## src/rtl/mem_stage_pkg.sv

```systemverilog
// Shared types and default sizes for the MEM pipeline stage.
package mem_stage_pkg;

  localparam int DATA_W              = 32;
  localparam int REG_AW              = 5;
  localparam int MEM_TIMEOUT_DEFAULT = 15;

  typedef enum logic {
    IDLE = 1'b0,
    WAIT = 1'b1
  } state_t;

endpackage

```

## src/rtl/mem_wb_register.sv

```systemverilog
// MEM/WB pipeline register: load captures a full writeback, bubble kills it.
module mem_wb_register #(
  parameter int DATA_W = 32,
  parameter int REG_AW = 5
) (
  input  logic              clk,
  input  logic              rst_n,
  input  logic              load,
  input  logic              bubble,
  input  logic              valid_d,
  input  logic              reg_write_d,
  input  logic              memto_reg_d,
  input  logic [REG_AW-1:0] write_address_d,
  input  logic [DATA_W-1:0] read_data_d,
  input  logic [DATA_W-1:0] aluresult_d,
  output logic              wb_valid,
  output logic              reg_write,
  output logic              memto_reg,
  output logic [REG_AW-1:0] write_address,
  output logic [DATA_W-1:0] read_data,
  output logic [DATA_W-1:0] aluresult
);

  always_ff @(posedge clk) begin
    if (!rst_n) begin
      wb_valid      <= 1'b0;
      reg_write     <= 1'b0;
      memto_reg     <= 1'b0;
      write_address <= '0;
      read_data     <= '0;
      aluresult     <= '0;
    end else if (bubble) begin
      // A bubble only needs to suppress the register-file write.
      wb_valid  <= 1'b0;
      reg_write <= 1'b0;
    end else if (load) begin
      wb_valid      <= valid_d;
      reg_write     <= reg_write_d;
      memto_reg     <= memto_reg_d;
      write_address <= write_address_d;
      read_data     <= read_data_d;
      aluresult     <= aluresult_d;
    end
  end

endmodule

```

## src/rtl/mem_access_stage.sv

```systemverilog
// MEM stage: branch resolution, handshaked data-memory access with timeout,
// and the MEM/WB pipeline register.
module mem_access_stage #(
  parameter int DATA_W      = mem_stage_pkg::DATA_W,
  parameter int REG_AW      = mem_stage_pkg::REG_AW,
  parameter int MEM_TIMEOUT = mem_stage_pkg::MEM_TIMEOUT_DEFAULT
) (
  input  logic              clk,
  input  logic              rst_n,
  input  logic              valid_in,
  input  logic              Branch,
  input  logic              MemRead,
  input  logic              MemtoReg,
  input  logic              MemWrite,
  input  logic              RegWrite,
  input  logic              zero,
  input  logic [REG_AW-1:0] write_address,
  input  logic [DATA_W-1:0] aluresult,
  input  logic [DATA_W-1:0] read_out2,
  input  logic [DATA_W-1:0] incinst,
  output logic              stall,
  output logic              pc_src,
  output logic [DATA_W-1:0] branch_target,
  output logic              dmem_req,
  output logic              dmem_we,
  output logic [DATA_W-1:0] dmem_addr,
  output logic [DATA_W-1:0] dmem_wdata,
  input  logic [DATA_W-1:0] dmem_rdata,
  input  logic              dmem_ack,
  output logic              wb_valid,
  output logic              RegWriteOut,
  output logic              MemtoRegOut,
  output logic [REG_AW-1:0] write_addressOut,
  output logic [DATA_W-1:0] read_dataOut,
  output logic [DATA_W-1:0] aluresultOut,
  output logic              mem_err
);

  import mem_stage_pkg::*;

  localparam int CNT_W = $clog2(MEM_TIMEOUT + 1);

  state_t             state_reg, state_next;
  logic [CNT_W-1:0]   cnt_reg;
  logic               hold_we_reg, hold_rw_reg, hold_m2r_reg;
  logic [REG_AW-1:0]  hold_wa_reg;
  logic [DATA_W-1:0]  hold_addr_reg, hold_wdata_reg;
  logic               mem_err_reg;

  logic               memop, aligned, accept, timeout, err_set;
  logic               wb_load, wb_bubble, d_rw, d_m2r;
  logic [REG_AW-1:0]  d_wa;
  logic [DATA_W-1:0]  d_rd, d_alu;

  assign memop   = valid_in & (MemRead | MemWrite);
  assign aligned = (aluresult[1:0] == 2'b00);
  assign accept  = (state_reg == IDLE) & memop & aligned;
  // Timeout fires on the MEM_TIMEOUT-th WAIT cycle; an ack in that cycle wins.
  assign timeout = (state_reg == WAIT) & ~dmem_ack & (cnt_reg == CNT_W'(MEM_TIMEOUT - 1));

  assign pc_src        = (state_reg == IDLE) & valid_in & Branch & zero;
  assign branch_target = incinst;
  assign dmem_req      = (state_reg == WAIT);
  assign dmem_we       = hold_we_reg;
  assign dmem_addr     = hold_addr_reg;
  assign dmem_wdata    = hold_wdata_reg;
  assign mem_err       = mem_err_reg;

  always_comb begin
    state_next = state_reg;
    stall      = 1'b0;
    wb_load    = 1'b0;
    wb_bubble  = 1'b0;
    err_set    = 1'b0;
    d_rw       = RegWrite;
    d_m2r      = MemtoReg;
    d_wa       = write_address;
    d_rd       = '0;
    d_alu      = aluresult;
    case (state_reg)
      IDLE: begin
        if (!valid_in) begin
          wb_bubble = 1'b1;
        end else if (!memop) begin
          wb_load = 1'b1;
        end else if (!aligned) begin
          wb_load = 1'b1;
          d_rw    = 1'b0;
          err_set = 1'b1;
        end else begin
          wb_bubble  = 1'b1;
          stall      = 1'b1;
          state_next = WAIT;
        end
      end
      WAIT: begin
        d_rw  = hold_rw_reg;
        d_m2r = hold_m2r_reg;
        d_wa  = hold_wa_reg;
        d_alu = hold_addr_reg;
        if (dmem_ack) begin
          wb_load    = 1'b1;
          d_rd       = hold_we_reg ? '0 : dmem_rdata;
          state_next = IDLE;
        end else if (timeout) begin
          wb_load    = 1'b1;
          d_rw       = 1'b0;
          err_set    = 1'b1;
          state_next = IDLE;
        end else begin
          wb_bubble = 1'b1;
          stall     = 1'b1;
        end
      end
      default: state_next = IDLE;
    endcase
  end

  always_ff @(posedge clk) begin
    if (!rst_n) begin
      state_reg      <= IDLE;
      cnt_reg        <= '0;
      hold_we_reg    <= 1'b0;
      hold_rw_reg    <= 1'b0;
      hold_m2r_reg   <= 1'b0;
      hold_wa_reg    <= '0;
      hold_addr_reg  <= '0;
      hold_wdata_reg <= '0;
      mem_err_reg    <= 1'b0;
    end else begin
      state_reg <= state_next;
      cnt_reg   <= (state_reg == WAIT && state_next == WAIT) ? cnt_reg + 1'b1 : '0;
      if (accept) begin
        hold_we_reg    <= MemWrite;
        hold_rw_reg    <= RegWrite;
        hold_m2r_reg   <= MemtoReg;
        hold_wa_reg    <= write_address;
        hold_addr_reg  <= aluresult;
        hold_wdata_reg <= read_out2;
      end
      if (err_set) mem_err_reg <= 1'b1;
    end
  end

  mem_wb_register #(.DATA_W(DATA_W), .REG_AW(REG_AW)) u_mem_wb (
    .clk            (clk),
    .rst_n          (rst_n),
    .load           (wb_load),
    .bubble         (wb_bubble),
    .valid_d        (1'b1),
    .reg_write_d    (d_rw),
    .memto_reg_d    (d_m2r),
    .write_address_d(d_wa),
    .read_data_d    (d_rd),
    .aluresult_d    (d_alu),
    .wb_valid       (wb_valid),
    .reg_write      (RegWriteOut),
    .memto_reg      (MemtoRegOut),
    .write_address  (write_addressOut),
    .read_data      (read_dataOut),
    .aluresult      (aluresultOut)
  );

endmodule

```

## config.mk

```make
export PLATFORM = sky130hd
export DESIGN_NAME = mem_access_stage
export DESIGN_NICKNAME = d
export VERILOG_FILES = /design/src/rtl/mem_stage_pkg.sv /design/src/rtl/mem_wb_register.sv /design/src/rtl/mem_access_stage.sv
export SDC_FILE = /design/constraint.sdc
export NUM_CORES = 1
export LEC_CHECK = 0
export CAP_MARGIN = 5
export CORE_ASPECT_RATIO = 0.8
export CORE_MARGIN = 4
export CORE_UTILIZATION = 42
export DETAILED_ROUTE_END_ITERATION = 16
export PLACE_DENSITY = 0.85
export SETUP_SLACK_MARGIN = 0.15
export SYNTH_ARGS = -nofsm -noshare
export SYNTH_HDL_FRONTEND = slang
export SYNTH_SLANG_ARGS = --single-unit
```

## constraint.sdc

```tcl
create_clock -name clk -period 3.6 [get_ports clk]
set_input_delay 0.54 -clock clk [delete_from_list [all_inputs] [get_ports clk]]
set_output_delay 0.54 -clock clk [all_outputs]
set_load 0.05 [all_outputs]
```

==> reports/qor.yml <==
sta:
  setup_viol: 0
  hold_viol: 0
  grt_setup_unrepaired: "no"
  tightest_slew_ns: 0.821
  fin_tns_setup_ns: 0
  slew_headroom_pct: 45.3
  slew_viol_final: 0
  fin_crit_sh_pct: 84.2
  finalCriticalPeriod_ns: 3.03
  fin_hold_ws_ns: 0.453
  fmax_mhz: 330
  clock_skew_ns: 0.00959
clocking:
  h-tree-depth: 4
  post_cts_buffers: 0
  clk_pin_slew_ns: 0.06
  clkLatencyLatePin_ns: 0.41
  cts_resized: 0
  cts_num_sinks: 150
  cts_root_buf: "clkbuf_16"
  cts_tree: "built"
  cts_hold_buf: 0
  clockBufferDepth: 2
  numCtsBuffers: 17
critical_path:
  crit_family: "buffers and inverters"
  arrival_ns: 2.49
  critPathMaxStageDelay_ns: 0.82
  crit_buf_inv: 2
  critPathMaxFanout: 3
  worstPathCellList: "clkdlybuf4s50_1, nor4b_4, o21ai_4, nand2_1, clkdlybuf4s50_1"
  end_kind: "output port"
  reg2reg_to: "u_mem_wb.aluresult[6]$_SDFFE_PN0P_"
  crit_type: "in2out"
  start_kind: "input pin"
  slowest_stage: "clkdlybuf4s50_1"
  reg2reg_depth: 6
  required_ns: 3.06
  regToRegSetupSlack_ns: 1.16
  cp_common_cell: "clkdlybuf4s50_1"
  r2r_start: "dmem_req$_SDFF_PN0_"
outcome:
  outcome: "complete, no violations"
synth:
  ys_ff_latch: 150
  yosysMostFrequentCell: "dfxtp_1"
  synth_edf_count: 0
  yosysUniqueCellTypes: 31
  syn-cell-area_sq_um: 5870
  syn_inst: 626
  ys_top_cells_by_area: "dfxtp_1 51%, a21oi_1 9.6%, nand2_1 9.1%"
  ys.flop_type: "dfxtp_1"
  yosys_warnings: 0
  synth_nets: 771
  synthArstFlopShare_pct: 0
  synth_common_cells: "150 x dfxtp_1, 142 x nand2_1, 112 x a21oi_1"
  syn_area_per_cell_sq_um: 9.37
  yosysSeqAreaShare_pct: 51.2
  yosys.area.top_type: "dfxtp_1"
  yosysTopAreaCellShare_pct: 51.2
detailed_routing:
  post-route-drc-count: 0
  drt_iter0_markers: 243
  wl_mm: 17.3
  vias: 5166
  ant_nets: 0
  firstDrtPassIters: 4
  routedWlPerCell_um: 17.0
  avgViaCountPerCell: 5.08
floorplan:
  dieArea_sq_um: 15900
  die_h_um: 114
  io_pins: 316
  fp-row-count: 38
  start_util_pct: 43.2
  core_sq_um: 13600
  fp.dieW_um: 140
worst_hold_path:
  holdPathEnd: "dmem_wdata[29]$_SDFFE_PN0P_"
  hold_class: "reg2reg"
  min_path_cells: 2
  worstHoldStart: "dmem_wdata[29]$_SDFFE_PN0P_"
power_and_ir_drop:
  p_leak_nw: 3.09
  peakVddDrop_v: 0.000401
  powerDensity_nw_per_um2: 488
grt:
  grt_max_degree: 80
  gr-usage-all-layers_pct: 20.9
  grt_first_pass_wirelength_mm: 26.7
  grt_overflow_total: 0
  grt_pass1_vias: 5095
  antenna_found_initial: 0
place:
  place_congestion: 0.773
  dp_hpwl_mm: 12.1
  io_buffers: 251
finish:
  fin_nets: 969
  diodes: 0
  area_growth_pct: 51.1
  drive_gt1_share_pct: 8.36
run:
  drv_cap: 0
[area by class of cell]
type                            count  area [sq um]
Multi-Input combinational cell    390          2380
Timing Repair Buffer              262          2630
Inverter                            3          13.8
Clock inverter                     12           166
Fill cell                        1109          4730
Tap cell                          180           225
Sequential cell                   150          3000
Clock buffer                       20           447
[how the worst max path moves through the flow]
stage                              from  endpoint  slack, ns  cells past startpoint
floorplan           dmem_req$_SDFF_PN0_     stall       1.25                      5
global placement           aluresult[0]     stall       0.58                      5
detailed placement         aluresult[0]     stall       0.55                      5
CTS                        aluresult[0]     stall       0.54                      5
global route               aluresult[0]     stall       0.47                      5
finish                     aluresult[0]     stall       0.57                      5
[where the power goes]
part | total, mW | internal (mW) | switching, mW
clock network | 1.83 | 1.12 | 0.707
logic | 0.730 | 0.295 | 0.435
registers | 1.77 | 1.73 | 0.0391
[logic make-up after synthesis]
kind of cell	count (synthesis)	synth area share (%)
compound gates	188	21.8
simple gates	160	11.1
flops	150	51.2
buf+inv	86	8.74
mux	38	6.48
xor+xnor	2	0.299
fa+ha+maj	2	0.426
[routing by layer]
metal | vias up | share of wire (%) | GRT usage (%)
li1 | 2531 | - | -
met5 | - | 0 | 0
met3 | 21 | 9.4 | 9.14
met4 | 0 | 1.3 | 6.39
met2 | 214 | 47 | 34.8
met1 | 2400 | 42 | 24.5
[cells in the final DEF, fill, tap and decap left out, types with 2 or more instances in the layout]
cell type	n
clkdlybuf4s50_1	251
inv_6	3
a21oi_1	111
clkinvlp_4	4
and3_1	3
clkbuf_16	17
buf_12	3
inv_1	2
a22o_1	32
nor2_1	5
mux2i_1	38
bufinv_16	3
buf_4	8
nand3_1	3
a211oi_2	20
clkbuf_1	2
ha_1	2
a211oi_1	18
dfxtp_1	149
nand2_1	142
[tightest hold or removal path, cell delays in order (launching register included)]
cell     delay [ns]
dfxtp_1        0.31
nand2_1        0.05
a21oi_1        0.05
[stage by stage]
stage | util, % | total power, mW | cells | cell area [sq um] | worst slack [ns]
final | 65.2 | 4.33 | 1017 | 8870 | 0.569
after CTS | 65.2 | 4.37 | 1017 | 8870 | 0.543
after detailed placement | 60.7 | 2.54 | 985 | 8260 | 0.548
after floorplan | - | 2.32 | 626 | 5870 | 1.25
after global placement | 60.7 | 2.52 | 985 | 8260 | 0.579
after global routing | 65.2 | 4.48 | 1017 | 8870 | 0.466
No activity file was read; power rests on OpenSTA's default activity.
